File: src/rtl/bnn_pkg.sv
// Shared types, state encodings and width helpers for the sequential BNN classifier.
package bnn_pkg;

  typedef logic [1:0] state_t;

  localparam state_t ST_IDLE = 2'd0;
  localparam state_t ST_HID  = 2'd1;
  localparam state_t ST_OUT  = 2'd2;
  localparam state_t ST_DONE = 2'd3;

  function automatic int clog2(input int v);
    int r;
    r = 0;
    while ((1 << r) < v) r++;
    return r;
  endfunction

  // Signed neuron accumulator width: B-bit magnitudes summed over n features, plus sign.
  function automatic int sum_w(input int n, input int b);
    return b + clog2(n) + 1;
  endfunction

  function automatic int pc_w(input int m);
    return clog2(m + 1);
  endfunction

  // Counter width that stays at least one bit wide when the count is 1.
  function automatic int cnt_w(input int v);
    return (v <= 1) ? 1 : clog2(v);
  endfunction

endpackage

File: src/rtl/bnn_seq_classifier_if.sv
// Feature-in / class-out streaming interface of the sequential BNN classifier.
interface bnn_seq_classifier_if
  import bnn_pkg::*;
#(
  parameter int N = 11,
  parameter int B = 4,
  parameter int M = 40,
  parameter int C = 6
);

  logic                  in_valid;
  logic                  in_ready;
  logic [N*B-1:0]        inp;
  logic                  out_valid;
  logic                  out_ready;
  logic [clog2(C)-1:0]   klass;
  logic [pc_w(M)-1:0]    score;

  modport master (
    output in_valid, inp, out_ready,
    input  in_ready, out_valid, klass, score
  );

  modport slave (
    input  in_valid, inp, out_ready,
    output in_ready, out_valid, klass, score
  );

endinterface

File: src/rtl/bnn_neuron_sum.sv
// One binarized hidden neuron: signed +/- sum of the features, reduced to its sign.
module bnn_neuron_sum
  import bnn_pkg::*;
#(
  parameter int N = 11,
  parameter int B = 4
) (
  input  logic [N*B-1:0] x_i,
  input  logic [N-1:0]   w_row_i,
  output logic           pos_o
);

  localparam int SW = sum_w(N, B);

  logic signed [SW-1:0] acc;
  logic signed [SW-1:0] term;

  // NOTE: every variable is given a default first so no latch can be inferred.
  always_comb begin
    acc  = '0;
    term = '0;
    for (int j = 0; j < N; j++) begin
      term = SW'(x_i[j*B +: B]);
      acc  = w_row_i[j] ? acc + term : acc - term;
    end
  end

  // Strictly positive: sign clear and not zero.
  assign pos_o = !acc[SW-1] && (acc != '0);

endmodule

File: src/rtl/bnn_seq_classifier.sv
// Time-multiplexed binarized-NN classifier: P hidden neurons per cycle, then one class per cycle.
module bnn_seq_classifier
  import bnn_pkg::*;
#(
  parameter int               N  = 11,
  parameter int               B  = 4,
  parameter int               M  = 40,
  parameter int               C  = 6,
  parameter int               P  = 8,
  parameter logic [M*N-1:0]   W1 = {M*N{1'b1}},
  parameter logic [C*M-1:0]   W2 = '0
) (
  input logic                 clk,
  input logic                 rst_n,
  bnn_seq_classifier_if.slave bus
);

  localparam int G  = (M + P - 1) / P;
  localparam int HP = G * P;
  localparam int GW = cnt_w(G);
  localparam int KW = clog2(C);
  localparam int PW = pc_w(M);

  // Weight rows padded to whole groups so the last group's spare lanes read zeros.
  localparam logic [HP*N-1:0] W1_PAD = (HP*N)'(W1);

  state_t          state_q, state_d;
  logic [N*B-1:0]  x_q;
  logic [GW-1:0]   g_q;
  logic [KW-1:0]   k_q;
  logic [M-1:0]    h_q, h_d;
  logic [PW-1:0]   best_q;
  logic [KW-1:0]   bidx_q;

  logic            accept;
  logic [HP*N-1:0] w_shift;
  logic [P-1:0]    pos;
  logic [HP-1:0]   h_pad;
  logic [C*M-1:0]  w2_shift;
  logic [M-1:0]    match;
  logic [PW-1:0]   pc;
  logic            better;

  assign accept = bus.in_valid & bus.in_ready;

  // NOTE: state registers use non-blocking assignments so every flop samples pre-edge values.
  always_ff @(posedge clk or negedge rst_n) begin
    if (!rst_n) state_q <= ST_IDLE;
    else        state_q <= state_d;
  end

  always_comb begin
    state_d = state_q;
    unique case (state_q)
      ST_IDLE: if (accept)                 state_d = ST_HID;
      ST_HID:  if (g_q == GW'(G - 1))      state_d = ST_OUT;
      ST_OUT:  if (k_q == KW'(C - 1))      state_d = ST_DONE;
      ST_DONE: if (accept)                 state_d = ST_HID;
               else if (bus.out_ready)     state_d = ST_IDLE;
      default:                             state_d = ST_IDLE;
    endcase
  end

  always_comb begin
    bus.out_valid = (state_q == ST_DONE);
    bus.in_ready  = (state_q == ST_IDLE) || ((state_q == ST_DONE) && bus.out_ready);
  end

  assign bus.klass = bidx_q;
  assign bus.score = best_q;

  // Hidden layer: the group counter selects which P weight rows feed the lanes.
  always_comb w_shift = W1_PAD >> (int'(g_q) * P * N);

  for (genvar p = 0; p < P; p++) begin : g_lane
    bnn_neuron_sum #(.N(N), .B(B)) u_sum (
      .x_i     (x_q),
      .w_row_i (w_shift[p*N +: N]),
      .pos_o   (pos[p])
    );
  end

  // Lanes beyond M land in the padding bits and are dropped by the truncation.
  always_comb begin
    h_pad = (HP'(h_q) & ~(HP'({P{1'b1}}) << (int'(g_q) * P)))
          | (HP'(pos) << (int'(g_q) * P));
    h_d   = h_pad[M-1:0];
  end

  // Output layer: XNOR popcount for class k, strict compare keeps the lowest index on ties.
  always_comb begin
    w2_shift = W2 >> (int'(k_q) * M);
    match    = ~(h_q ^ w2_shift[M-1:0]);
    pc       = '0;
    for (int i = 0; i < M; i++) pc = pc + PW'(match[i]);
    better   = (k_q == '0) || (pc > best_q);
  end

  always_ff @(posedge clk or negedge rst_n) begin
    if (!rst_n) begin
      x_q    <= '0;
      g_q    <= '0;
      k_q    <= '0;
      h_q    <= '0;
      best_q <= '0;
      bidx_q <= '0;
    end else begin
      if (accept) begin
        x_q <= bus.inp;
        g_q <= '0;
        k_q <= '0;
      end
      if (state_q == ST_HID) begin
        h_q <= h_d;
        g_q <= g_q + 1'b1;
      end
      if (state_q == ST_OUT) begin
        k_q <= k_q + 1'b1;
        if (better) begin
          best_q <= pc;
          bidx_q <= k_q;
        end
      end
    end
  end

endmodule

File: src/flat_wrapper.sv
// flat-port wrapper written by rule: the top's interface ports become plain ports
module bnn_seq_classifier_flat import bnn_pkg::*;
#(
  parameter int               N  = 11,
  parameter int               B  = 4,
  parameter int               M  = 40,
  parameter int               C  = 6,
  parameter int               P  = 8,
  parameter logic [M*N-1:0]   W1 = {M*N{1'b1}},
  parameter logic [C*M-1:0]   W2 = '0
)
  (clk, rst_n, bus_in_valid, bus_inp, bus_out_ready, bus_in_ready, bus_out_valid, bus_klass, bus_score);
  bnn_seq_classifier_if #(.N(N), .B(B), .M(M), .C(C)) bus_i ();
  input logic clk;
  input logic rst_n;
  input wire logic [$bits(bus_i.in_valid)-1:0] bus_in_valid;
  input wire logic [$bits(bus_i.inp)-1:0] bus_inp;
  input wire logic [$bits(bus_i.out_ready)-1:0] bus_out_ready;
  output wire logic [$bits(bus_i.in_ready)-1:0] bus_in_ready;
  output wire logic [$bits(bus_i.out_valid)-1:0] bus_out_valid;
  output wire logic [$bits(bus_i.klass)-1:0] bus_klass;
  output wire logic [$bits(bus_i.score)-1:0] bus_score;
  assign bus_i.in_valid = bus_in_valid;
  assign bus_i.inp = bus_inp;
  assign bus_i.out_ready = bus_out_ready;
  assign bus_in_ready = bus_i.in_ready;
  assign bus_out_valid = bus_i.out_valid;
  assign bus_klass = bus_i.klass;
  assign bus_score = bus_i.score;
  bnn_seq_classifier #(.N(N), .B(B), .M(M), .C(C), .P(P), .W1(W1), .W2(W2)) u_core (.clk(clk), .rst_n(rst_n), .bus(bus_i));
endmodule
File: config.mk
export PLATFORM = sky130hd
export DESIGN_NAME = bnn_seq_classifier_flat
export DESIGN_NICKNAME = d
export VERILOG_FILES = /design/src/rtl/bnn_pkg.sv /design/src/rtl/bnn_seq_classifier_if.sv /design/src/rtl/bnn_neuron_sum.sv /design/src/rtl/bnn_seq_classifier.sv /design/src/flat_wrapper.sv
export SDC_FILE = /design/constraint.sdc
export NUM_CORES = 1
export LEC_CHECK = 0
export ABC_AREA = 1
export BUFFER_PORTS_ARGS = -buffer_cell sky130_fd_sc_hd__buf_2
export CAP_MARGIN = 20
export CELL_PAD_IN_SITES_DETAIL_PLACEMENT = 0
export CELL_PAD_IN_SITES_GLOBAL_PLACEMENT = 1
export CORE_MARGIN = 4
export CORE_UTILIZATION = 47
export DETAILED_ROUTE_END_ITERATION = 12
export PLACE_DENSITY_LB_ADDON = 0.12
export SLEW_MARGIN = 0
export SYNTH_ARGS = -nofsm -noshare
export SYNTH_HDL_FRONTEND = slang
export SYNTH_SLANG_ARGS = --single-unit
File: constraint.sdc
create_clock -name clk -period 11.6 [get_ports clk]
set_clock_uncertainty 0.15 [all_clocks]
set_input_delay 1.74 -clock clk [delete_from_list [all_inputs] [get_ports clk]]
set_output_delay 1.74 -clock clk [all_outputs]
set_load 0.02 [all_outputs]
==> summary.txt, run 1 <==
Yosys
  – Synthesized area per cell: 7.69 um^2
  – Post-synth ARST share: 1.00
  – Ys flop type: dfrtp_1
  – Sequential share of the synthesized area: 0.267
  – Synthesized area: 9470 um^2
  – Synth area leader: dfrtp_1
  – Main area contributors after synthesis: dfrtp_1, ha_1, nand2_1, inv_1, fa_1
  – Number of flops mapped to enable cells by yosys: 0
  – Yosys top cell area share: 0.267
  – Cells after Synth: 1231
  – Mapped Nets: 1451
  – Synth warn: 0
  – Synth cell types: 36
  – Yosys reg bits: 101

Placed design
  – Port-buffer cells: 58
  – Routability cong.: 0.852
  – DP Wirelength: 15.7 mm

Clock network
  – # hold bufs at CTS: 0
  – Root buffer cell: clkbuf_16
  – CTS HTree Levels: 3
  – TritonCTS clock tree: yes
  – Clock Path Buffers: 2
  – Post-cts resize count: 0
  – Post-CTS Repair Setup Buffers: 0
  – Worst skew pair latency: 0.36 ns
  – Clk slew on worst S/H paths: 0.08 ns
  – CTS buffer count: 9
  – CTS sink cnt: 101

Setup path
  – CP endpoint kind: flip-flop
  – CP Max Fanout: 21
  – Worst Path Arrival: 10.54 ns
  – CP startpoint kind: flip-flop
  – Worst EP required: 11.74 ns
  – Crit path max-delay family: adder cells
  – Worst setup path class: reg -> reg
  – Worst Path Buf+Inv: 17
  – Slowest CP cell: dfrtp_1
  – Slowest stage delay, CP: 0.45 ns
  – Crit-path most repeated cell: inv_1

Finish
  – Net count, final: 1504
  – Area growth syn-to-layout: 9.51%
  – Share of cells above drive strength 1: 0.0776
  – Area of the multi-input gates: 5990 um^2
  – Fill cells: 1993
  – Ant diodes: 0
  – Storage cell area: 2530 um^2

Global routing
  – Global-route wire length before repair: 34.5 mm
  – Total GRT Usage: 0.188
  – GRT overflow: 0
  – Initial antenna violation count: 0
  – Largest net degree at the start of global routing: 90
  – Vias in the first global route: 7436

Drt
  – Drt initial violations: 211
  – Avg WL per Cell: 12.7 um
  – DRC: 0
  – Vias post-DR: 7516
  – Routed Antenna Nets: 0
  – Total Routed Length: 19.7 mm
  – Vias per Instance: 4.84
  – DRT Pass-1 Iters: 4

Die
  – Die W: 150 um
  – Die area: 22500 um^2
  – Row cnt: 51
  – Total core area: 19700 um^2
  – Die Span Y: 150 um
  – Initial Util: 0.482
  – Ports: 59

Timing
  – Final critical-path required period: 10.40 ns
  – Final Hold Vio Count: 0
  – Max-slew violations: 0
  – Slew headroom: 0.375
  – Slew at the pin closest to its max-slew limit: 0.938 ns
  – Final setup violation count: 0
  – Max Freq: 96.1 MHz
  – RSZ-0062 raised after global routing: no
  – Fin crit share: 0.897
  – WHS: 0.332 ns
  – Setup TNS: 0 ns

Run
  – Max cap viols: 0

Outcome
  – Run status: finished clean

Worst hold path
  – HP Class: reg -> reg
## synth_stat cells (all sizes together), types with 3 or more instances
master,n
a21oi,118
a31oi,11
clkbuf,18
dfrtp,101
fa,41
ha,131
inv,236
mux2,3
nand2,262
nand3,51
nand3b,3
nand4,3
nor2,81
nor3,16
o211ai,3
o21a,4
o21ai,58
o21bai,7
or2,3
xnor2,26
xor2,48
## sequential cells by signal (all words and copies together), names as in the netlist
register	count
u_core.x_q	44
u_core.h_q	40
u_core.bus.score	6
u_core.bus.klass	3
u_core.g_q	3
u_core.k_q	3
u_core.state_q	2
## layer usage
layer	routed length, um	track usage	vias to the layer above
met3	354	0.0312	9
met5	0	0	-
met1	9490	0.245	3453
li1	-	-	4004
met2	9720	0.332	50
met4	133	0.0320	0
## through the flow
step	instance area [um^2]	utilization	worst slack (ns)	cells
6_report	10400	0.528	1.20	1554
5_1_grt	10400	0.528	0.155	1554
4_1_cts	10400	0.528	1.14	1554
3_5_place_dp	10100	0.512	1.24	1538
3_3_place_gp	10100	0.512	1.44	1538
2_1_floorplan	9470	-	2.20	1231
## placed cells by master (no fill, tap or decap), drive strengths merged
master / instances
o21a: 4
or2: 3
clkinv: 5
o21ai: 58
o211ai: 3
nand3b: 3
and2: 1
nor3: 16
a21o: 1
o22ai: 1
inv: 238
xor2: 48
o21bai: 7
nand2: 262
ha: 131
mux2: 3
dfrtp: 101
nor4: 1
nor2: 81
a21oi: 118
buf: 61
o221ai: 1
a31oi: 11
xnor2: 26
nand4: 3
fa: 41
clkbuf: 9
a22o: 1
nand3: 51
## path summary, 6_finish.rpt
path | from | slack (ns) | cells after the start | endpoint
setup / recovery | u_core.g_q[0]$_DFFE_PN0P_ | 1.20 | 62 | u_core.h_q[1]$_DFFE_PN0P_
hold / removal | u_core.h_q[16]$_DFFE_PN0P_ | 0.33 | 2 | u_core.h_q[16]$_DFFE_PN0P_
setup reg to reg | u_core.g_q[0]$_DFFE_PN0P_ | 1.20 | 62 | u_core.h_q[1]$_DFFE_PN0P_
hold reg to reg | u_core.h_q[16]$_DFFE_PN0P_ | 0.33 | 2 | u_core.h_q[16]$_DFFE_PN0P_
max in group asynchronous | rst_n | 8.88 | 2 | u_core.x_q[39]$_DFFE_PN0P_
min in group asynchronous | rst_n | 1.14 | 1 | u_core.x_q[13]$_DFFE_PN0P_
## worst reg2reg max path: cells and delay by family, from the launching register on
| kind | cells | cell delay, ns |
|---|---|---|
| compound gates | 5 | 1.19 |
| buf+inv | 17 | 1.57 |
| flops | 1 | 0.45 |
| simple gates | 21 | 2.48 |
| fa+ha+maj | 11 | 3.34 |
| xor+xnor | 8 | 1.14 |
## layout make-up
| class | instances | share of cell area |
|---|---|---|
| multi-input combinational | 875 | 0.578 |
| clock inverter | 7 | 0.00905 |
| clock buffer | 9 | 0.0217 |
| inverter | 236 | 0.0854 |
| tap | 265 | 0.0320 |
| timing repair buffer | 61 | 0.0304 |
| sequential | 101 | 0.244 |
## cell families (layout without fill, tap and decap cells)
family          count (synthesis)  after routing  synth area share
flops                         101            101             0.267
simple gates                  421            421             0.185
mux                             3              3           0.00357
compound gates                205            205             0.116
xor+xnor                       74             74            0.0684
fa+ha+maj                     172            172             0.260
buf+inv                       255            313             0.101
Power of run 1 is not shown: default switching activity piles up to over one toggle a cycle in this logic, so the estimate is an artifact.
==> inputs of run 2 (changes only) <==
--- a/config.mk
+++ b/config.mk
@@ -13,6 +13,7 @@
 export CORE_MARGIN = 4
 export CORE_UTILIZATION = 47
 export DETAILED_ROUTE_END_ITERATION = 12
+export MAX_ROUTING_LAYER = met4
 export PLACE_DENSITY_LB_ADDON = 0.12
 export SLEW_MARGIN = 0
 export SYNTH_ARGS = -nofsm -noshare
==> run 2 against run 1 <==
Effect of this change: count of clock-buffer cells in the layout stayed put; critical path type unchanged; register-to-register slack improved by 0.02 ns; sequential share of layout area did not move; critical path depth is the same; final area did not move; critical endpoint unchanged; maximum frequency grew 0.23%; global-route usage increased by 0.56 points; routed wire length about the same; non-clock buffer count is the same; worst hold slack about the same.
==> summary.txt, run 2 (synthesized netlist as in run 1, its figures left out) <==
Outcome
  – Run status: finished clean

Die
  – Die W: 150 um (unchanged)
  – Initial Util: 0.482 (unchanged)
  – Total core area: 19700 um^2 (unchanged)
  – Row cnt: 51 (unchanged)
  – Ports: 59 (unchanged)
  – Die Span Y: 150 um (unchanged)
  – Die area: 22500 um^2 (unchanged)

Finish
  – Most frequent cells in the layout: nand2_1, inv_1, ha_1
  – Final Non-Filler Cells: 1554 (unchanged)
  – Reg with most FFs: u_core.x_q
  – Most common cell after layout, fill and taps aside: nand2_1
  – Fill cells: 1993 (unchanged)
  – Area growth syn-to-layout: 9.51% (unchanged)
  – Ant diodes: 0 (unchanged)
  – Max reg flops: 44 (unchanged)
  – Share of cells above drive strength 1: 0.0776 (unchanged)
  – Net count, final: 1504 (unchanged)

Timing
  – Final Hold Vio Count: 0 (unchanged)
  – RSZ-0062 raised after global routing: no
  – Max Freq: 96.4 MHz (+0.23%)
  – Fin crit share: 0.895 (-0.00205)
  – Final critical-path required period: 10.38 ns (-0.0238 ns)
  – Slew headroom: 0.368 (-0.00660)
  – Max-slew violations: 0 (unchanged)
  – WHS: 0.332 ns (+0.000100 ns)
  – Setup TNS: 0 ns (unchanged)
  – Final setup violation count: 0 (unchanged)
  – Slew at the pin closest to its max-slew limit: 0.948 ns (+0.00990 ns)

Setup path
  – CP endpoint kind: flip-flop
  – Reg2reg path depth: 62 (unchanged)
  – CP startpoint kind: flip-flop
  – Slowest CP cell: dfrtp_1
  – Worst reg2reg startpoint: u_core.g_q[0]$_DFFE_PN0P_
  – Worst setup path class: reg -> reg
  – Reg2reg end: u_core.h_q[1]$_DFFE_PN0P_
  – Worst EP required: 11.74 ns (about the same)
  – CP Max Fanout: 21 (unchanged)
  – Slowest stage delay, CP: 0.45 ns (about the same)
  – Worst Path Arrival: 10.52 ns (-0.02 ns)
  – Crit-path most repeated cell: inv_1
  – Reg2Reg Setup Slack: 1.22 ns (+0.02 ns)

Drt
  – Vias post-DR: 7527 (+0.15%)
  – Vias per Instance: 4.84 (+0.15%)
  – Drt initial violations: 239 (+13%)
  – Routed Antenna Nets: 0 (unchanged)
  – DRT Pass-1 Iters: 4 (unchanged)
  – DRC: 0 (unchanged)
  – Total Routed Length: 19.7 mm (about the same)
  – Avg WL per Cell: 12.7 um (about the same)

Clock network
  – Worst skew pair latency: 0.36 ns (about the same)
  – Root buffer cell: clkbuf_16
  – Clk slew on worst S/H paths: 0.08 ns (about the same)
  – Post-CTS Repair Setup Buffers: 0 (unchanged)
  – Post-cts resize count: 0 (unchanged)
  – CTS buffer count: 9 (unchanged)
  – CTS HTree Levels: 3 (unchanged)
  – CTS sink cnt: 101 (unchanged)
  – TritonCTS clock tree: yes
  – # hold bufs at CTS: 0 (unchanged)
  – Clock Path Buffers: 2 (unchanged)

Global routing
  – GRT overflow: 0 (unchanged)
  – Vias in the first global route: 7443 (+0.094%)
  – Global-route wire length before repair: 34.5 mm (unchanged)
  – Largest net degree at the start of global routing: 90 (unchanged)
  – Initial antenna violation count: 0 (unchanged)
  – Total GRT Usage: 0.193 (+0.00559)

Placed design
  – DP Wirelength: 15.7 mm (unchanged)
  – Port-buffer cells: 58 (unchanged)
  – Routability cong.: 0.865 (+1.6%)
  – Dpl cells: 1538 (unchanged)

Worst hold path
  – Worst Hold Launch: u_core.h_q[16]$_DFFE_PN0P_
  – HP Class: reg -> reg
  – Hold endpoint: u_core.h_q[16]$_DFFE_PN0P_
  – Hold depth: 2 (unchanged)

Run
  – Max cap viols: 0 (unchanged)
-- run 2: how the worst max path moves through the flow --
| stage | from | end | slack, ns | cells past startpoint |
|---|---|---|---|---|
| after floorplan | u_core.g_q[0]$_DFFE_PN0P_ | u_core.h_q[0]$_DFFE_PN0P_ | 2.20 | 64 |
| after global routing | u_core.g_q[0]$_DFFE_PN0P_ | u_core.h_q[5]$_DFFE_PN0P_ | 0.16 | 62 |
| after CTS | u_core.g_q[0]$_DFFE_PN0P_ | u_core.h_q[1]$_DFFE_PN0P_ | 1.14 | 62 |
| final | u_core.g_q[0]$_DFFE_PN0P_ | u_core.h_q[1]$_DFFE_PN0P_ | 1.22 | 62 |
| after global placement | u_core.g_q[0]$_DFFE_PN0P_ | u_core.h_q[11]$_DFFE_PN0P_ | 1.44 | 63 |
| after detailed placement | u_core.g_q[0]$_DFFE_PN0P_ | u_core.h_q[28]$_DFFE_PN0P_ | 1.24 | 62 |
-- run 2: area by class of cell --
type,instances,area [um^2],area share
well taps,265,332,0.0320
flip-flops and latches,101,2530,0.244
clock buffers,9,225,0.0217
multi-input cells,875,5990,0.578
clock inverters,7,93.8,0.00905
repair buffers,61,315,0.0304
inverters,236,886,0.0854
-- run 2: stage by stage --
stage | setup WS (ns) | utilization | area [um^2]
6_report | 1.22 | 0.528 | 10400
2_1_floorplan | 2.20 | - | 9470
3_5_place_dp | 1.24 | 0.512 | 10100
5_1_grt | 0.157 | 0.528 | 10400
4_1_cts | 1.14 | 0.528 | 10400
3_3_place_gp | 1.44 | 0.512 | 10100
-- run 2: critical path: cells and delay by family (launching register included) --
family	cells	cell delay, ns
flip-flops	1	0.45
buffers and inverters	17	1.57
AND/OR/NAND/NOR	21	2.46
adder cells (fa/ha/maj)	11	3.30
XOR/XNOR	8	1.15
AO/OA/AOI/OAI	5	1.22
-- run 2: routing by layer --
layer  GRT usage  share of wire
met5           -              0
met4      0.0320         0.0058
met3      0.0318          0.021
met2       0.332           0.49
met1       0.245           0.48
Power of run 2 is left out for the same reason.
==> inputs of run 3 (changes only) <==
--- a/config.mk
+++ b/config.mk
@@ -11,7 +11,8 @@
 export CELL_PAD_IN_SITES_DETAIL_PLACEMENT = 0
 export CELL_PAD_IN_SITES_GLOBAL_PLACEMENT = 1
 export CORE_MARGIN = 4
-export CORE_UTILIZATION = 47
+export CORE_UTILIZATION = 48
+export CTS_BUF_LIST = sky130_fd_sc_hd__clkbuf_8
 export DETAILED_ROUTE_END_ITERATION = 12
 export MAX_ROUTING_LAYER = met4
 export PLACE_DENSITY_LB_ADDON = 0.12
==> run 3 against run 2 <==
Effect of this change: global-route usage grew 0.65 points; highest routed layer unchanged; cell count barely moved; worst setup slack better by 0.023 ns; routed wire length rose by 1.1%; non-clock buffer count is 1 higher; critical path type unchanged; count of clock-buffer cells in the layout unchanged; register-to-register slack better by 0.02 ns; sequential share of layout area rose by 0.21 points; via count is 1.2% higher; largest cell class unchanged; worst hold slack better by 0.010 ns; final area shrank 0.86%; utilization is 0.063 points higher.
==> summary.txt, run 3 (synthesized netlist as in run 1, its figures left out) <==
Setup path
  – Crit-path most repeated cell: inv_1
  – Critical Path Source: u_core.g_q[0]$_DFFE_PN0P_
  – Worst EP required: 11.80 ns (+0.06 ns)
  – CP endpoint kind: flip-flop
  – Worst Path Arrival: 10.56 ns (+0.04 ns)
  – Slowest stage delay, CP: 0.46 ns (about the same)
  – Worst setup path class: reg -> reg
  – Reg2Reg Setup Slack: 1.25 ns (+0.02 ns)
  – Reg2reg path depth: 62 (unchanged)
  – CP startpoint kind: flip-flop
  – Slowest CP cell: dfrtp_1
  – Reg2reg end: u_core.h_q[3]$_DFFE_PN0P_
  – CP Max Fanout: 18 (-14%)
  – Worst reg2reg startpoint: u_core.g_q[0]$_DFFE_PN0P_

Drt
  – Vias per Instance: 4.90 (+1.1%)
  – Avg WL per Cell: 12.8 um (+1.1%)
  – DRT Pass-1 Iters: 6 (+2)
  – Drt initial violations: 216 (-9.6%)
  – Total Routed Length: 19.9 mm (+1.1%)
  – Vias post-DR: 7615 (+1.2%)
  – DRC: 0 (unchanged)
  – Routed Antenna Nets: 0 (unchanged)

Global routing
  – Vias in the first global route: 7555 (+1.5%)
  – Global-route wire length before repair: 35.2 mm (+2.0%)
  – Initial antenna violation count: 0 (unchanged)
  – Total GRT Usage: 0.200 (+0.00647)
  – GRT overflow: 0 (unchanged)
  – Largest net degree at the start of global routing: 74 (-18%)

Timing
  – Fin crit share: 0.893 (-0.00195)
  – Setup TNS: 0 ns (unchanged)
  – Slew headroom: 0.378 (+0.00975)
  – Final setup violation count: 0 (unchanged)
  – Worst setup margin: 1.25 ns (+0.0226 ns)
  – RSZ-0062 raised after global routing: no
  – Final critical-path required period: 10.35 ns (-0.0226 ns)
  – Max-slew violations: 0 (unchanged)
  – Max Freq: 96.6 MHz (+0.22%)
  – Slew at the pin closest to its max-slew limit: 0.933 ns (-0.0146 ns)
  – Final Hold Vio Count: 0 (unchanged)

Die
  – Ports: 59 (unchanged)
  – Die Span Y: 148 um (-0.99%)
  – Initial Util: 0.487 (+0.00474)
  – Row cnt: 51 (unchanged)
  – Total core area: 19500 um^2 (-0.97%)
  – Die W: 148 um (-0.99%)
  – Die area: 22000 um^2 (-2.0%)

Finish
  – Area of the multi-input gates: 5990 um^2 (unchanged)
  – Area growth syn-to-layout: 8.57%
  – Max reg flops: 44 (unchanged)
  – Net count, final: 1505 (+0.066%)
  – Storage cell area: 2530 um^2 (unchanged)
  – Fill cells: 1948 (-2.3%)
  – Most frequent cells in the layout: nand2_1, inv_1, ha_1
  – Reg with most FFs: u_core.x_q
  – Share of cells above drive strength 1: 0.0783 (+0.000715)
  – Most common cell after layout, fill and taps aside: nand2_1
  – Ant diodes: 0 (unchanged)

Placed design
  – Routability cong.: 0.826 (-4.6%)
  – Port-buffer cells: 58 (unchanged)
  – DP Wirelength: 16.0 mm (+1.3%)
  – Pre-CTS worst setup slack: 1.23 ns (-0.00547 ns)

Worst hold path
  – Worst Hold Launch: u_core.h_q[0]$_DFFE_PN0P_
  – Hold endpoint: u_core.h_q[0]$_DFFE_PN0P_
  – HP Class: reg -> reg
  – Hold depth: 2 (unchanged)

Clock network
  – Post-CTS Repair Setup Buffers: 0 (unchanged)
  – Root buffer cell: clkbuf_8
  – TritonCTS clock tree: yes
  – Clk slew on worst S/H paths: 0.13 ns (+0.05 ns)
  – CTS buffer count: 9 (unchanged)
  – CTS sink cnt: 101 (unchanged)
  – Post-cts resize count: 0 (unchanged)
  – CTS HTree Levels: 3 (unchanged)
  – # hold bufs at CTS: 0 (unchanged)
  – Clock Path Buffers: 2 (unchanged)
  – Worst skew pair latency: 0.41 ns (+0.05 ns)

Run
  – Max cap viols: 0 (unchanged)

Outcome
  – Run status: finished clean
[run 3: cell types whose count changed in the layout (fill, tap and decap cells not counted), sizes merged]
cell / delta
inv: +1
buf: +1
clkinv: -1
[run 3: layout make-up]
cell class              instances  area share
clock buffers                   9      0.0120
multi-input cells             875       0.583
repair buffers                 62      0.0314
flip-flops and latches        101       0.246
inverters                     236      0.0861
well taps                     265      0.0322
clock inverters                 7     0.00961
[run 3: worst max-delay path: cells and delay by family, from the launching register on]
family | cells | cell delay [ns]
simple gates | 21 | 2.42
xor+xnor | 8 | 1.15
compound gates | 5 | 1.21
fa+ha+maj | 11 | 3.37
flops | 1 | 0.46
buf+inv | 17 | 1.52
[run 3: worst max-delay path by stage]
| stage | slack (ns) | endpoint | cells past startpoint |
|---|---|---|---|
| 3_3_place_gp | 1.43 | u_core.h_q[28]$_DFFE_PN0P_ | 63 |
| 4_1_cts | 1.16 | u_core.h_q[0]$_DFFE_PN0P_ | 62 |
| 3_5_place_dp | 1.23 | u_core.h_q[28]$_DFFE_PN0P_ | 62 |
| 5_1_grt | 0.05 | u_core.h_q[6]$_DFFE_PN0P_ | 61 |
| 2_1_floorplan | 2.20 | u_core.h_q[0]$_DFFE_PN0P_ | 64 |
| 6_report | 1.25 | u_core.h_q[3]$_DFFE_PN0P_ | 62 |
[run 3: per-stage QoR]
step / area [um^2] / hold WS (ns) / instances / util
2_1_floorplan: 9470 / 0.300 / 1231 / -
3_3_place_gp: 10100 / 0.313 / 1539 / 0.517
3_5_place_dp: 10100 / 0.316 / 1539 / 0.517
4_1_cts: 10300 / 0.348 / 1555 / 0.528
5_1_grt: 10300 / 0.369 / 1555 / 0.528
6_report: 10300 / 0.342 / 1555 / 0.528
[run 3: layer usage]
layer,vias up,track usage,share of wire
li1,4015,-,-
met1,3513,0.259,0.48
met2,71,0.337,0.49
met5,-,-,0
met4,0,0.0388,0.011
met3,16,0.0305,0.021
Power of run 3 is left out for the same reason.
